[src/rtl/song_sequencer.sv]
// Steps the note-ROM address at a programmable tempo, with play/pause/stop/loop control.
// Each note takes 2 fetch cycles plus TICK_DIV>>tempo play cycles; no backpressure, all pulses act immediately.
module song_sequencer #(
  parameter int unsigned TICK_DIV = 8388608,
  parameter int unsigned LEN0     = 196,
  parameter int unsigned LEN1     = 243,
  parameter int unsigned ADDR_W   = 8,
  parameter int unsigned NOTE_W   = 8
) (
  input  logic              CLK100MHZ,
  input  logic              rst_n,
  input  logic              play_p,
  input  logic              stop_p,
  input  logic              song_sel,
  input  logic              loop_en,
  input  logic [1:0]        tempo,
  output logic [ADDR_W-1:0] rom_addr,
  input  logic [NOTE_W-1:0] rom_note0,
  input  logic [NOTE_W-1:0] rom_note1,
  output logic [NOTE_W-1:0] fullnote,
  output logic              playing,
  output logic              paused,
  output logic              done_p
);

  typedef enum logic [2:0] {IDLE, FETCH, PLAY, PAUSE, DONE} state_t;

  localparam logic [31:0]       TICK  = 32'(TICK_DIV);
  localparam logic [ADDR_W-1:0] LAST0 = ADDR_W'(LEN0 - 1);
  localparam logic [ADDR_W-1:0] LAST1 = ADDR_W'(LEN1 - 1);

  state_t            state;
  logic              cur_song;
  logic              fetch_ph;
  logic              pause_pend;
  logic [31:0]       counter;
  logic [NOTE_W-1:0] held_note;

  logic [31:0]       period_m1;
  logic [ADDR_W-1:0] last_addr;
  logic [NOTE_W-1:0] rom_note;

  assign period_m1 = (TICK >> tempo) - 32'd1;
  assign last_addr = cur_song ? LAST1 : LAST0;
  assign rom_note  = cur_song ? rom_note1 : rom_note0;

  always_ff @(posedge CLK100MHZ or negedge rst_n) begin
    if (!rst_n) begin
      state      <= IDLE;
      rom_addr   <= '0;
      fullnote   <= '0;
      playing    <= 1'b0;
      paused     <= 1'b0;
      done_p     <= 1'b0;
      cur_song   <= 1'b0;
      fetch_ph   <= 1'b0;
      pause_pend <= 1'b0;
      counter    <= '0;
      held_note  <= '0;
    end else begin
      done_p <= 1'b0;
      if (stop_p) begin
        state      <= IDLE;
        rom_addr   <= '0;
        fullnote   <= '0;
        playing    <= 1'b0;
        paused     <= 1'b0;
        fetch_ph   <= 1'b0;
        pause_pend <= 1'b0;
      end else begin
        case (state)
          IDLE: begin
            fullnote <= '0;
            if (play_p) begin
              cur_song   <= song_sel;
              rom_addr   <= '0;
              fetch_ph   <= 1'b0;
              pause_pend <= 1'b0;
              playing    <= 1'b1;
              state      <= FETCH;
            end
          end
          FETCH: begin
            if (!fetch_ph) begin
              fetch_ph <= 1'b1;
              if (play_p) pause_pend <= 1'b1;
            end else begin
              // ROM data is valid now; a pause request still latches the note first
              fetch_ph   <= 1'b0;
              pause_pend <= 1'b0;
              held_note  <= rom_note;
              counter    <= period_m1;
              if (pause_pend || play_p) begin
                fullnote <= '0;
                playing  <= 1'b0;
                paused   <= 1'b1;
                state    <= PAUSE;
              end else begin
                fullnote <= rom_note;
                state    <= PLAY;
              end
            end
          end
          PLAY: begin
            if (play_p) begin
              fullnote <= '0;
              playing  <= 1'b0;
              paused   <= 1'b1;
              state    <= PAUSE;
            end else if (counter == 32'd0) begin
              if (rom_addr != last_addr) begin
                rom_addr <= rom_addr + ADDR_W'(1);
                state    <= FETCH;
              end else if (loop_en) begin
                rom_addr <= '0;
                state    <= FETCH;
              end else begin
                fullnote <= '0;
                playing  <= 1'b0;
                done_p   <= 1'b1;
                state    <= DONE;
              end
            end else begin
              counter <= counter - 32'd1;
            end
          end
          PAUSE: begin
            if (play_p) begin
              fullnote <= held_note;
              playing  <= 1'b1;
              paused   <= 1'b0;
              state    <= PLAY;
            end
          end
          DONE: begin
            fullnote <= '0;
            state    <= IDLE;
          end
          default: state <= IDLE;
        endcase
      end
    end
  end

endmodule

[config.mk]
export PLATFORM = sky130hd
export DESIGN_NAME = song_sequencer
export DESIGN_NICKNAME = d
export VERILOG_FILES = /design/src/rtl/song_sequencer.sv
export SDC_FILE = /design/constraint.sdc
export NUM_CORES = 1
export LEC_CHECK = 0
export BUFFER_PORTS_ARGS = -buffer_cell sky130_fd_sc_hd__buf_2
export CORE_MARGIN = 2
export CORE_UTILIZATION = 55
export CTS_CLUSTER_SIZE = 14
export DETAILED_ROUTE_END_ITERATION = 8
export HOLD_SLACK_MARGIN = 0.08
export MAX_ROUTING_LAYER = met4
export PLACE_DENSITY = 0.86
export SYNTH_ARGS = -nofsm -noshare
export SYNTH_HDL_FRONTEND = slang
export SYNTH_SLANG_ARGS = --single-unit
[constraint.sdc]
create_clock -name CLK100MHZ -period 5.5 [get_ports CLK100MHZ]
set_input_delay 0.275 -clock CLK100MHZ [delete_from_list [all_inputs] [get_ports CLK100MHZ]]
set_output_delay 0.275 -clock CLK100MHZ [all_outputs]
set_load 0.05 [all_outputs]
== Yosys cells after proc, flatten, opt, wreduce, memory -nomap -nowiden ==
Index checks and enable logic that the tools add are counted.

* $add $sub $neg: 3
* Equal/unequal tests: 21
* Shift-type cells: 1
* Multiplexer cells: 58
* Bitwise logic cells: 1
* Reduce and logical (&&, ||, !) cells: 21

{| class="wikitable"
|+ Operators with widths
! kind !! count
|-
| 2-to-1 mux 8 bit || 15
|-
| 2-to-1 mux 32 bit || 3
|-
| case mux 32 bit (2 select lines) || 1
|-
| subtractor 32 x 1 -> 32 bit (second input constant) || 2
|-
| logical NOT 32 bit || 1
|-
| case mux 8 bit (4 select lines) || 1
|-
| >> shifter 24 x 2 -> 32 bit (first input constant) || 1
|-
| 2-to-1 mux 3 bit || 8
|-
| 2-to-1 mux 1 bit || 23
|-
| != test 3 bit (second input constant) || 7
|-
| != test 4 bit (second input constant) || 5
|-
| case mux 8 bit (2 select lines) || 1
|-
| AND reduction 5 bit || 3
|-
| case mux 3 bit (4 select lines) || 1
|-
| AND reduction 3 bit || 3
|-
| adder 8 x 1 -> 8 bit (second input constant) || 1
|-
| != test 8 bit || 1
|-
| nonzero test 4 bit || 2
|-
| AND reduction 7 bit || 1
|-
| == test 3 x 2 -> 1 bit (second input constant) || 2
|-
| 2-to-1 mux 6 bit || 1
|-
| != test 2 bit (second input constant) || 3
|-
| case mux 1 bit (3 select lines) || 2
|-
| AND reduction 6 bit || 1
|-
| other kinds (13) || 16
|}

* Register bits after elaboration: 65
* Input port bits: 24
* Output and inout bits: 19
* Word-level logic and storage cells: 116

== Logic depth before layout (Yosys ltp) ==
Gate-level depths: netlist of run 1.

* Depth after elaboration: 7
* Depth in mapped cells: 11
* Depth with buffers taken out: 7

== Worst setup path before layout of run 1 ==
No wires, ideal clock.

* Path kind: register to register
* From: register rom_addr[4]
* To: register rom_addr[1]
* Setup time: 123 ps
* Arrival: 2,424 ps
* Data required time: 5,377 ps
* Setup slack: 2,953 ps
* Cell stages (with the launch flop): 7
* Path buffers: 1
* Clock period less this slack: 2,547 ps
* Cell sequence: dfrtp_1 or4b_2 a2111oi_1 nor3_1 a21bo_1 buf_4 mux2i_1

* Cells in the longest elaborated chain, start to end: 6
* Elaborated cells between the ends (all ways): 8
* Classes of those cells: eq/ne: 2; mux: 5; reduce/logical: 1

{| class="wikitable"
|+ Ends and longest elaborated chain
! item !! RTL line !! text
|-
| start: declaration || 17 || <nowiki>output logic [ADDR_W-1:0] rom_addr,</nowiki>
|-
| start signal: assignment || 112 || <nowiki>rom_addr <= rom_addr + ADDR_W'(1);</nowiki>
|-
| != test 8 bit * || 111 || <nowiki>if (rom_addr != last_addr) begin</nowiki>
|-
| 2-to-1 mux 8 bit || 111 ||
|-
| 2-to-1 mux 8 bit || 110 || <nowiki>end else if (counter == 32'd0) begin</nowiki>
|-
| 2-to-1 mux 8 bit || 105 || <nowiki>if (play_p) begin</nowiki>
|-
| case mux 8 bit (2 select lines) || 71 || <nowiki>case (state)</nowiki>
|-
| 2-to-1 mux 8 bit || 62 || <nowiki>if (stop_p) begin</nowiki>
|}

Every way passes the cells marked *; elsewhere a longest branch is shown, timed or not. The select of a mux whose other input is x is not followed.
A chain may end at the register's enable or synchronous reset.

== Worst setup path in the final report of run 1 ==
* From: register state[1]
* To: register rom_addr[1]

* Cells in the longest elaborated chain, start to end: 3
* Elaborated cells between the ends (all ways): 10
* Classes of those cells: eq/ne: 5; mux: 2; reduce/logical: 3

{| class="wikitable"
|+ Ends and longest elaborated chain
! item !! RTL line !! text
|-
| start: declaration || 32 || <nowiki>state_t state;</nowiki>
|-
| start signal: assignment || 49 || <nowiki>state <= IDLE;</nowiki>
|-
| start signal: assignment || 63 || <nowiki>state <= IDLE;</nowiki>
|-
| start signal: assignment || 80 || <nowiki>state <= FETCH;</nowiki>
|-
| == test 3 x 2 -> 1 bit or logical NOT 3 bit (tied branches) || 71 ||
|-
| != test 4 bit (no line) (tied with other cells) || n/a ||
|-
| AND reduction 5 bit (no line) or 2-to-1 mux 8 bit (tied branches) || n/a ||
|}

Parallel ways exist; a longest one is shown, timed or not.

==> flow_summary.json, run 1 <==
{
  "synthToLayoutAreaGrowth_pct": 10.5,
  "cts_buffers": 9,
  "dp_hpwl_um": 6730,
  "antenna_found_initial": 0,
  "holdWs_ns": 0.0960,
  "synth.avg_cell_area_sq_um": 8.99,
  "synth-edff-count": 0,
  "seqCellArea_sq_mm": 0.00163,
  "layout_commonest_cell": "dfrtp_1",
  "synth_cell_type_count": 66,
  "final_cell_mix": "dfrtp_1 (65), nand2_1 (48), buf_2 (42), nor2_1 (34), o21ai_0 (25)",
  "p_clk_share_pct": 27.7,
  "tightest_slew_ns": 1.16,
  "p_leak_nw": 1.85,
  "ys_seq_area_share_pct": 39.9,
  "synth.net_count": 479,
  "setup_viol": 0,
  "cap_violations": 0,
  "nFillCells": 602,
  "nets": 508,
  "insertion_delay_ns": 0.35,
  "crit_type": "reg2reg",
  "worst-r2r-setup-slack_ns": 2.38,
  "crit_required_ns": 5.78,
  "synthFlopType": "dfrtp_1",
  "multi_input_area_sq_mm": 0.00228,
  "reg2reg_depth": 5,
  "final_area_sq_mm": 0.00450,
  "sequentialPowerShare_pct": 49.4,
  "post_cts_buffers": 0,
  "slew-limit-headroom_pct": 22.4,
  "ir_worst_vdd_v": 0.000181,
  "p_sw_mw": 0.558,
  "gp_congestion": 0.951,
  "rr_endpoint": "rom_addr[1]",
  "crit_start": "state[1]",
  "vias_per_cell": 6.69,
  "drive_gt1_share_pct": 19.5,
  "max_clock_freq_mhz": 320,
  "overflow": 0,
  "total_power_mw": 1.53,
  "end_kind": "register",
  "synthArstFlopShare_pct": 100,
  "period_share_pct": 56.8,
  "wirelength_um": 10300,
  "dp_cells": 569,
  "drc_errors": 0,
  "drtIter0Drc": 357,
  "path_max_fanout": 22,
  "track_usage_pct": 26.4,
  "netlist_area_sq_mm": 0.00407,
  "slowest_delay_ns": 0.73,
  "rsz0062_at_grt": "no",
  "cts.path.max_buffers": 2,
  "grt_pass1_wl_um": 17400,
  "endpoint": "rom_addr[1]",
  "vias": 3921,
  "drv_slew": 0,
  "wl_per_cell_um": 17.6,
  "dieWidth_um": 90.1,
  "ant_nets": 0,
  "worstHoldPathType": "in2async",
  "dieHeight_um": 90.1,
  "power_density_mw_per_mm2": 340,
  "core_sq_mm": 0.00721,
  "diodes": 0,
  "die-area_sq_mm": 0.00811,
  "dpl_cell_area_sq_mm": 0.00429,
  "clkTransAtPathRegs_ns": 0.08,
  "tns_ns": 0,
  "cts_max_level": 3,
  "synth_seq_cells": 65,
  "cts_resized": 0,
  "cts-hold-fix-buffers": 0,
  "grt_pass1_vias": 3690,
  "start_util_pct": 56.5,
  "path_cells": "or3b_2 -> or2_2 -> nor3_1 -> a21bo_1 -> mux2i_1",
  "netlist_instances": 453,
  "dr.pass1.iters": 5,
  "cts_sinks": 65,
  "cts_tree": "done",
  "sw_frac_of_total_pct": 36.4,
  "yosys_warnings": 0,
  "grt_max_degree": 66,
  "skew_ns": 0.00966,
  "timing.rr.start": "state[1]",
  "critPathSlowestCell": "or3b_2",
  "run_status": "finished clean",
  "arrival_ns": 3.40,
  "hold_viol_final": 0,
  "port_buffers": 42,
  "ioPinCount": 43,
  "fin_crit_ns": 3.12,
  "stdcell_count": 586,
  "root_buffer": "clkbuf_8",
  "power_frac_comb_pct": 22.8,
  "intPower_mw": 0.974,
  "num_rows": 31,
  "crit_path_start_kind": "register"
}
## worst min path at each step
stage / from / to / slack [ns]
after floorplan: rst_n / counter[0] / -0.02
after global placement: held_note[0] / held_note[0] / 0.46
after detailed placement: held_note[3] / held_note[3] / 0.47
after CTS: rst_n / rom_addr[6] / 0.13
after global routing: song_sel / cur_song / 0.17
final: rst_n / rom_addr[6] / 0.1
## worst max-delay path, delay by kind of cell, from the launching register on
family           cells  cell delay [ns]
AO/OA/AOI/OAI        1             0.36
flip-flops           1             0.62
AND/OR/NAND/NOR      3             1.86
multiplexers         1             0.21
## power by group through the flow
stage                     Combinational, mW  Sequential (mW)  Clock, mW
after global routing                  0.396            0.778      0.452
final                                 0.350            0.757      0.425
after global placement                0.330            0.748          0
after floorplan                       0.280            0.716          0
after detailed placement              0.346            0.757          0
after CTS                             0.348            0.749      0.430
## Yosys cell counts (2+ instances only)
cell type | instances | area [sq um]
o31a_1 | 2 | 17.5
or2_2 | 2 | 12.5
and3_1 | 6 | 37.5
clkbuf_1 | 21 | 78.8
nand4_1 | 9 | 56.3
nand2b_1 | 8 | 50.1
mux2_2 | 12 | 135
inv_1 | 8 | 30.0
or3_1 | 5 | 31.3
ha_1 | 2 | 25.0
a31oi_1 | 20 | 125
and2b_2 | 8 | 70.1
o22ai_1 | 2 | 12.5
a21oi_1 | 18 | 90.1
a41oi_1 | 11 | 96.3
o41ai_1 | 2 | 17.5
nand4b_1 | 3 | 26.3
o31ai_1 | 8 | 60.1
nor3b_1 | 2 | 15.0
nor3_1 | 20 | 100
mux2i_1 | 13 | 130
nand3_1 | 12 | 60.1
nor4_4 | 2 | 42.5
dfrtp_1 | 65 | 1630
buf_4 | 2 | 15.0
nor2_1 | 34 | 128
or4_1 | 3 | 22.5
xor2_1 | 3 | 26.3
nand2_1 | 48 | 180
o311ai_0 | 2 | 17.5
o211ai_1 | 4 | 30.0
or3_2 | 2 | 15.0
o21ai_1 | 2 | 10.0
o221ai_1 | 3 | 26.3
a211oi_1 | 8 | 60.1
and2_1 | 5 | 31.3
o21a_1 | 4 | 30.0
and4_1 | 3 | 26.3
o21ai_0 | 25 | 125
nor4_1 | 15 | 93.8
a311oi_1 | 4 | 35.0
## state kept, by name, indices dropped and copies added (netlist names), 3 cells and up
name and cells:
counter 32, fullnote 8, held_note 8, rom_addr 8
state 3
## area by class of cell
type                       count  share of cell area [%]
clock buffer                  10                    3.06
clock inverter                 6                    1.47
inverter                       8                   0.667
multi-input combinational    353                    50.8
sequential                    65                    36.2
tap                           99                    2.75
timing repair buffer          45                    5.12
## kinds of logic (layout without fill, tap and decap cells)
family | count (synthesis) | count (layout) | synth area share, %
muxes | 25 | 25 | 6.51
and+or+nand+nor | 195 | 195 | 26.4
adders and majority gates | 2 | 2 | 0.614
AOI/OAI and AO/OA | 127 | 127 | 21.6
buffers and inverters | 35 | 69 | 4.09
DFF | 65 | 65 | 39.9
xor gates and xnor gates | 4 | 4 | 0.860
## per-layer routing
layer / wire length [um] / track usage [%]
met5: 0 / -
met4: 181 / 11.0
met3: 811 / 4.19
met2: 4930 / 40.5
met1: 4420 / 35.2
## stage by stage
stage,setup slack (ns),utilization (%)
finish,2.38,62.4
global route,2.25,62.4
CTS,2.43,62.3
detailed placement,2.48,59.5
global placement,2.57,59.5
floorplan,2.95,-
No activity file was read; power rests on OpenSTA's default activity.
==> inputs of run 2 (changes only) <==
==> constraint.sdc (replaced) <==
create_clock -name CLK100MHZ -period 3.2 [get_ports CLK100MHZ]
set_input_delay 0.16 -clock CLK100MHZ [delete_from_list [all_inputs] [get_ports CLK100MHZ]]
set_output_delay 0.16 -clock CLK100MHZ [all_outputs]
set_load 0.05 [all_outputs]
==> run 2 against run 1 <==
Against the previous run: clock power grew 69%; largest cell class unchanged; largest power group unchanged; utilization increased by 1.4 points; worst setup slack got worse by 1.9 ns; sequential share of layout area is 0.82 points lower; power increased by 70%; highest routed layer unchanged; routed wire length grew 1.0%; first-iteration DRC count fell by 36%; register-to-register slack got worse by 1.9 ns; via count fell by 0.33%; cell count rose by 2.4%; clock-buffer cell count unchanged; hold slack better by 0.0060 ns.
==> flow_summary.json, run 2 (synthesized netlist as in run 1, its figures left out) <==
{
  "run_status": "finished clean",
  "wl_per_cell_um": 17.4,
  "layout_commonest_cell": "dfrtp_1",
  "drv_slew": 0,
  "wirelength_um": 10400,
  "drive_gt1_share_pct": 21.2,
  "seqCellArea_sq_mm": 0.00163,
  "drtIter0Drc": 229,
  "ioPinCount": 43,
  "largest_reg_flops": 32,
  "port_buffers": 42,
  "fin_crit_ns": 2.68,
  "path_max_fanout": 8,
  "drc_errors": 0,
  "crit_buf_inv": 0,
  "dp_hpwl_um": 7140,
  "post-route-util_pct": 63.8,
  "slowest_delay_ns": 0.57,
  "tightest_slew_ns": 1.15,
  "critPathTopFamily": "simple AND/OR/NAND/NOR gates",
  "diodes": 0,
  "nets": 522,
  "cap_violations": 0,
  "tns_ns": 0,
  "path_cells": "or4_4 -> or3_1 -> nor4_4 -> o211ai_4 -> mux2_2",
  "insertion_delay_ns": 0.36,
  "worstHoldPathType": "in2reg",
  "clkTransAtPathRegs_ns": 0.08,
  "num_rows": 31,
  "rsz0062_at_grt": "no",
  "p_leak_nw": 1.92,
  "crit_type": "reg2reg",
  "hold_viol_final": 0,
  "dr.pass1.iters": 5,
  "regMostFlops": "counter",
  "critPathSlowestCell": "or4_4",
  "end_kind": "register",
  "vias_per_cell": 6.51,
  "overflow": 0,
  "crit_path_start_kind": "register",
  "grt_max_degree": 43,
  "cts.path.max_buffers": 2,
  "core_sq_mm": 0.00721,
  "die-area_sq_mm": 0.00811,
  "gp_congestion": 0.969,
  "power_density_mw_per_mm2": 567,
  "grt_pass1_wl_um": 17800,
  "nFillCells": 621,
  "cts_sinks": 65,
  "dieWidth_um": 90.1,
  "setup_viol": 0,
  "cts_max_level": 3,
  "track_usage_pct": 27.5,
  "arrival_ns": 2.92,
  "dieHeight_um": 90.1,
  "period_share_pct": 83.6,
  "final_cell_mix": "dfrtp_1 (65), nand2_1 (48), buf_2 (42), nor2_1 (34), o21ai_0 (25)",
  "crit_required_ns": 3.45,
  "ir_worst_vdd_v": 0.000271,
  "max_clock_freq_mhz": 374,
  "antenna_found_initial": 0,
  "slew-limit-headroom_pct": 22.5,
  "root_buffer": "clkbuf_8",
  "cts_resized": 0,
  "skew_ns": 0.0120,
  "multi_input_area_sq_mm": 0.00228,
  "synthToLayoutAreaGrowth_pct": 13.0,
  "cts_buffers": 9,
  "ant_nets": 0,
  "vias": 3908,
  "start_util_pct": 56.5,
  "cts_tree": "done",
  "grt_pass1_vias": 3793
}
[run 2: worst reg2reg max path: stages (launching register included)]
cell,delay [ns]
dfrtp_1,0.43
or4_4,0.57
or3_1,0.48
nor4_4,0.55
o211ai_4,0.22
mux2_2,0.32
[run 2: metrics by stage]
step / total power, mW / instances / hold slack (ns) / worst slack (ns) / area, sq um
detailed placement: 1.90 / 582 / 0.368 / 0.513 / 4390
floorplan: 1.71 / 453 / -0.136 / 0.653 / 4070
CTS: 2.61 / 600 / 0.109 / 0.516 / 4600
finish: 2.61 / 600 / 0.102 / 0.524 / 4600
global route: 2.78 / 600 / 0.113 / 0.414 / 4600
global placement: 1.84 / 582 / 0.348 / 0.590 / 4390
[run 2: repair_timing]
action | in CTS | in global routing
hold buffers | 2 | 0
setup buffers | 0 | 0
endpoints found under the hold margin | 41 | 0
[run 2: cell type report]
class                   count  area share (%)
flip-flops and latches     65            35.3
clock buffers              10            2.77
well taps                  99            2.69
inverters                   8           0.652
multi-input cells         353            49.6
clock inverters             6            1.47
repair buffers             59            7.45
[run 2: final timing paths]
check	startpoint	to	slack (ns)	cells past startpoint
worst max-delay path	counter[24]	fullnote[0]	0.52	5
worst min-delay path	rom_note0[6]	held_note[6]	0.10	3
worst max register to register	counter[24]	fullnote[0]	0.52	5
worst min register to register	held_note[5]	held_note[5]	0.50	2
max in group asynchronous	rst_n	counter[17]	1.95	3
min in group asynchronous	rst_n	rom_addr[4]	0.49	2
[run 2: routing by layer]
layer	vias to the layer above	GRT usage, %	part of all wire (%)
met3	14	5.53	6.8
met1	1894	35.3	43
li1	1821	-	-
met2	179	44.0	48
met5	-	-	0
met4	0	9.10	1.7
[run 2: where the power goes]
| part | internal, mW | leakage, nW | switching (mW) |
|---|---|---|---|
| combinational | 0.265 | 1.01 | 0.354 |
| clock | 0.362 | 0.0929 | 0.355 |
| sequential | 1.03 | 0.815 | 0.240 |
| total | 1.66 | 1.92 | 0.949 |
==> inputs of run 3 (changes only) <==
--- a/config.mk
+++ b/config.mk
@@ -7,12 +7,12 @@
 export LEC_CHECK = 0
 export BUFFER_PORTS_ARGS = -buffer_cell sky130_fd_sc_hd__buf_2
 export CORE_MARGIN = 2
-export CORE_UTILIZATION = 55
+export CORE_UTILIZATION = 54
 export CTS_CLUSTER_SIZE = 14
 export DETAILED_ROUTE_END_ITERATION = 8
 export HOLD_SLACK_MARGIN = 0.08
 export MAX_ROUTING_LAYER = met4
-export PLACE_DENSITY = 0.86
+export PLACE_DENSITY = 0.88
 export SYNTH_ARGS = -nofsm -noshare
 export SYNTH_HDL_FRONTEND = slang
 export SYNTH_SLANG_ARGS = --single-unit
==> constraint.sdc (replaced) <==
create_clock -name CLK100MHZ -period 2.3 [get_ports CLK100MHZ]
set_input_delay 0.115 -clock CLK100MHZ [delete_from_list [all_inputs] [get_ports CLK100MHZ]]
set_output_delay 0.115 -clock CLK100MHZ [all_outputs]
set_load 0.05 [all_outputs]
==> run 3 against run 2 <==
Against the previous run: the flow now finishes with violations (negative setup slack); cell area is 7.8% higher; hold slack worse by 0.019 ns; global-route usage is 2.0 points higher; sequential share of layout area is 2.5 points lower; sequential power is 38% higher; first-iteration DRC count is 94% higher; clock skew is 0.00099 ns higher; power is 50% higher; clock power is 53% higher; critical path type unchanged; largest power group unchanged.
==> flow_summary.json, run 3 (synthesized netlist as in run 1, its figures left out) <==
{
  "regMostFlops": "counter",
  "core_sq_mm": 0.00729,
  "dp_hpwl_um": 7780,
  "start_util_pct": 55.9,
  "worst-r2r-setup-slack_ns": -0.04,
  "end_kind": "register",
  "p_leak_nw": 2.08,
  "vias_per_cell": 6.58,
  "dp_cells": 606,
  "port_buffers": 42,
  "hold_viol_final": 0,
  "power_density_mw_per_mm2": 790,
  "cts_max_level": 3,
  "wl_per_cell_um": 18.4,
  "grt_pass1_wl_um": 19200,
  "layout_commonest_cell": "dfrtp_1",
  "ir_worst_vdd_v": 0.000429,
  "grt_max_degree": 36,
  "dieHeight_um": 90.8,
  "ioPinCount": 43,
  "drc_errors": 0,
  "fin_crit_ns": 2.34,
  "gp_congestion": 0.916,
  "ant_nets": 0,
  "period_share_pct": 102,
  "setup_viol": 10,
  "path_max_fanout": 8,
  "violations": "negative setup slack",
  "tightest_slew_ns": 0.800,
  "reg2reg_depth": 5,
  "post-route-util_pct": 68.0,
  "overflow": 0,
  "layout_setup_ws_ns": -0.0390,
  "path_cells": "or4_4 -> or3_4 -> nor4_4 -> o211ai_4 -> mux2_2",
  "max_clock_freq_mhz": 428,
  "crit_required_ns": 2.55,
  "drtIter0Drc": 444,
  "run_status": "complete, but fails checks",
  "cts_buffers": 9,
  "drv_slew": 0,
  "crit_buf_inv": 0,
  "final_cell_mix": "dfrtp_1 (62), nand2_1 (48), buf_2 (43), buf_4 (40), nor2_1 (33)",
  "grt_pass1_vias": 4010,
  "track_usage_pct": 29.5,
  "endpoint": "fullnote[4]",
  "die-area_sq_mm": 0.00825,
  "rr_endpoint": "fullnote[4]",
  "largest_reg_flops": 32,
  "wirelength_um": 11600,
  "cap_violations": 0,
  "drive_gt1_share_pct": 28.7,
  "arrival_ns": 2.58,
  "dr.pass1.iters": 5,
  "skew_ns": 0.0130,
  "synthToLayoutAreaGrowth_pct": 21.8,
  "crit_type": "reg2reg",
  "insertion_delay_ns": 0.37,
  "rsz0062_at_grt": "yes",
  "timing.rr.start": "counter[24]",
  "crit_path_start_kind": "register",
  "clkTransAtPathRegs_ns": 0.07,
  "final_area_sq_mm": 0.00496,
  "crit_start": "counter[24]",
  "worstHoldPathType": "in2reg",
  "antenna_found_initial": 0,
  "dpl_cell_area_sq_mm": 0.00463,
  "dieWidth_um": 90.8,
  "cts.path.max_buffers": 2,
  "num_rows": 31,
  "critPathTopFamily": "simple AND/OR/NAND/NOR gates",
  "critPathSlowestCell": "or4_4",
  "root_buffer": "clkbuf_8",
  "tns_ns": -0.185,
  "cts_tree": "done",
  "vias": 4138,
  "cp.depth": 5,
  "cts_sinks": 65,
  "nets": 551,
  "stdcell_count": 629,
  "diodes": 0,
  "slew-limit-headroom_pct": 46.4,
  "slowest_delay_ns": 0.56
}
## run 3: cell count changes in the layout (fill, tap and decap cells not counted), sizes merged
cell / delta
buf: +28
clkinv: +2
bufinv: +1
clkbuf: -1
clkinvlp: -1
dlygate4sd3: +1
inv: -1
## run 3: how the worst min path moves through the flow
stage                 startpoint      endpoint  slack, ns  cells after the start
finish              rom_note0[0]  held_note[0]       0.08                      3
global route        rom_note0[0]  held_note[0]       0.12                      3
CTS                 rom_note1[6]  held_note[6]       0.08                      3
detailed placement         rst_n   counter[26]       0.22                      1
global placement           rst_n   counter[26]       0.21                      1
floorplan                  rst_n    counter[0]      -0.18                      0
## run 3: metal layers
metal	GRT usage, %	up-vias	wire length [um]
met4	13.5	0	255
met1	36.4	1997	4730
met3	4.51	30	908
li1	-	1881	-
met5	-	-	0
met2	47.9	230	5680
## run 3: timing repair
action / CTS / global route
hold buffers: 3 / 0
gates cloned: 0 / 1
resized for setup: 5 / 9
endpoints found under the hold margin: 32 / 0
pin swaps: 1 / 7
endpoints found under the setup margin: 14 / 44
buffers inserted: 2 / 1
## run 3: through the flow
stage / power (mW) / setup slack, ns / hold slack (ns)
2_1_floorplan: 2.39 / 0.00254 / -0.181
3_3_place_gp: 2.68 / -0.0872 / 0.212
3_5_place_dp: 2.76 / -0.243 / 0.222
4_1_cts: 3.87 / -0.00990 / 0.0845
5_1_grt: 4.12 / -0.0880 / 0.116
6_report: 3.92 / -0.0390 / 0.0831
## run 3: report_power, final
part | switching [mW] | leakage (nW) | internal [mW] | total [mW]
sequential | 0.330 | 0.810 | 1.44 | 1.77
clock | 0.493 | 0.109 | 0.609 | 1.10
combinational | 0.578 | 1.16 | 0.467 | 1.05
## run 3: cell type report
class | instances | area [sq um]
repair buffers | 88 | 577
multi-input cells | 353 | 2380
well taps | 99 | 124
flip-flops and latches | 65 | 1630
clock inverters | 7 | 95.1
inverters | 8 | 30.0
clock buffers | 9 | 124
fillers | 576 | 2330
## run 3: tightest hold or removal path: cells and delay by family
family / cells / cell delay (ns)
AO/OA/AOI/OAI: 1 / 0.14
buffers and inverters: 1 / 0.07
multiplexers: 1 / 0.08
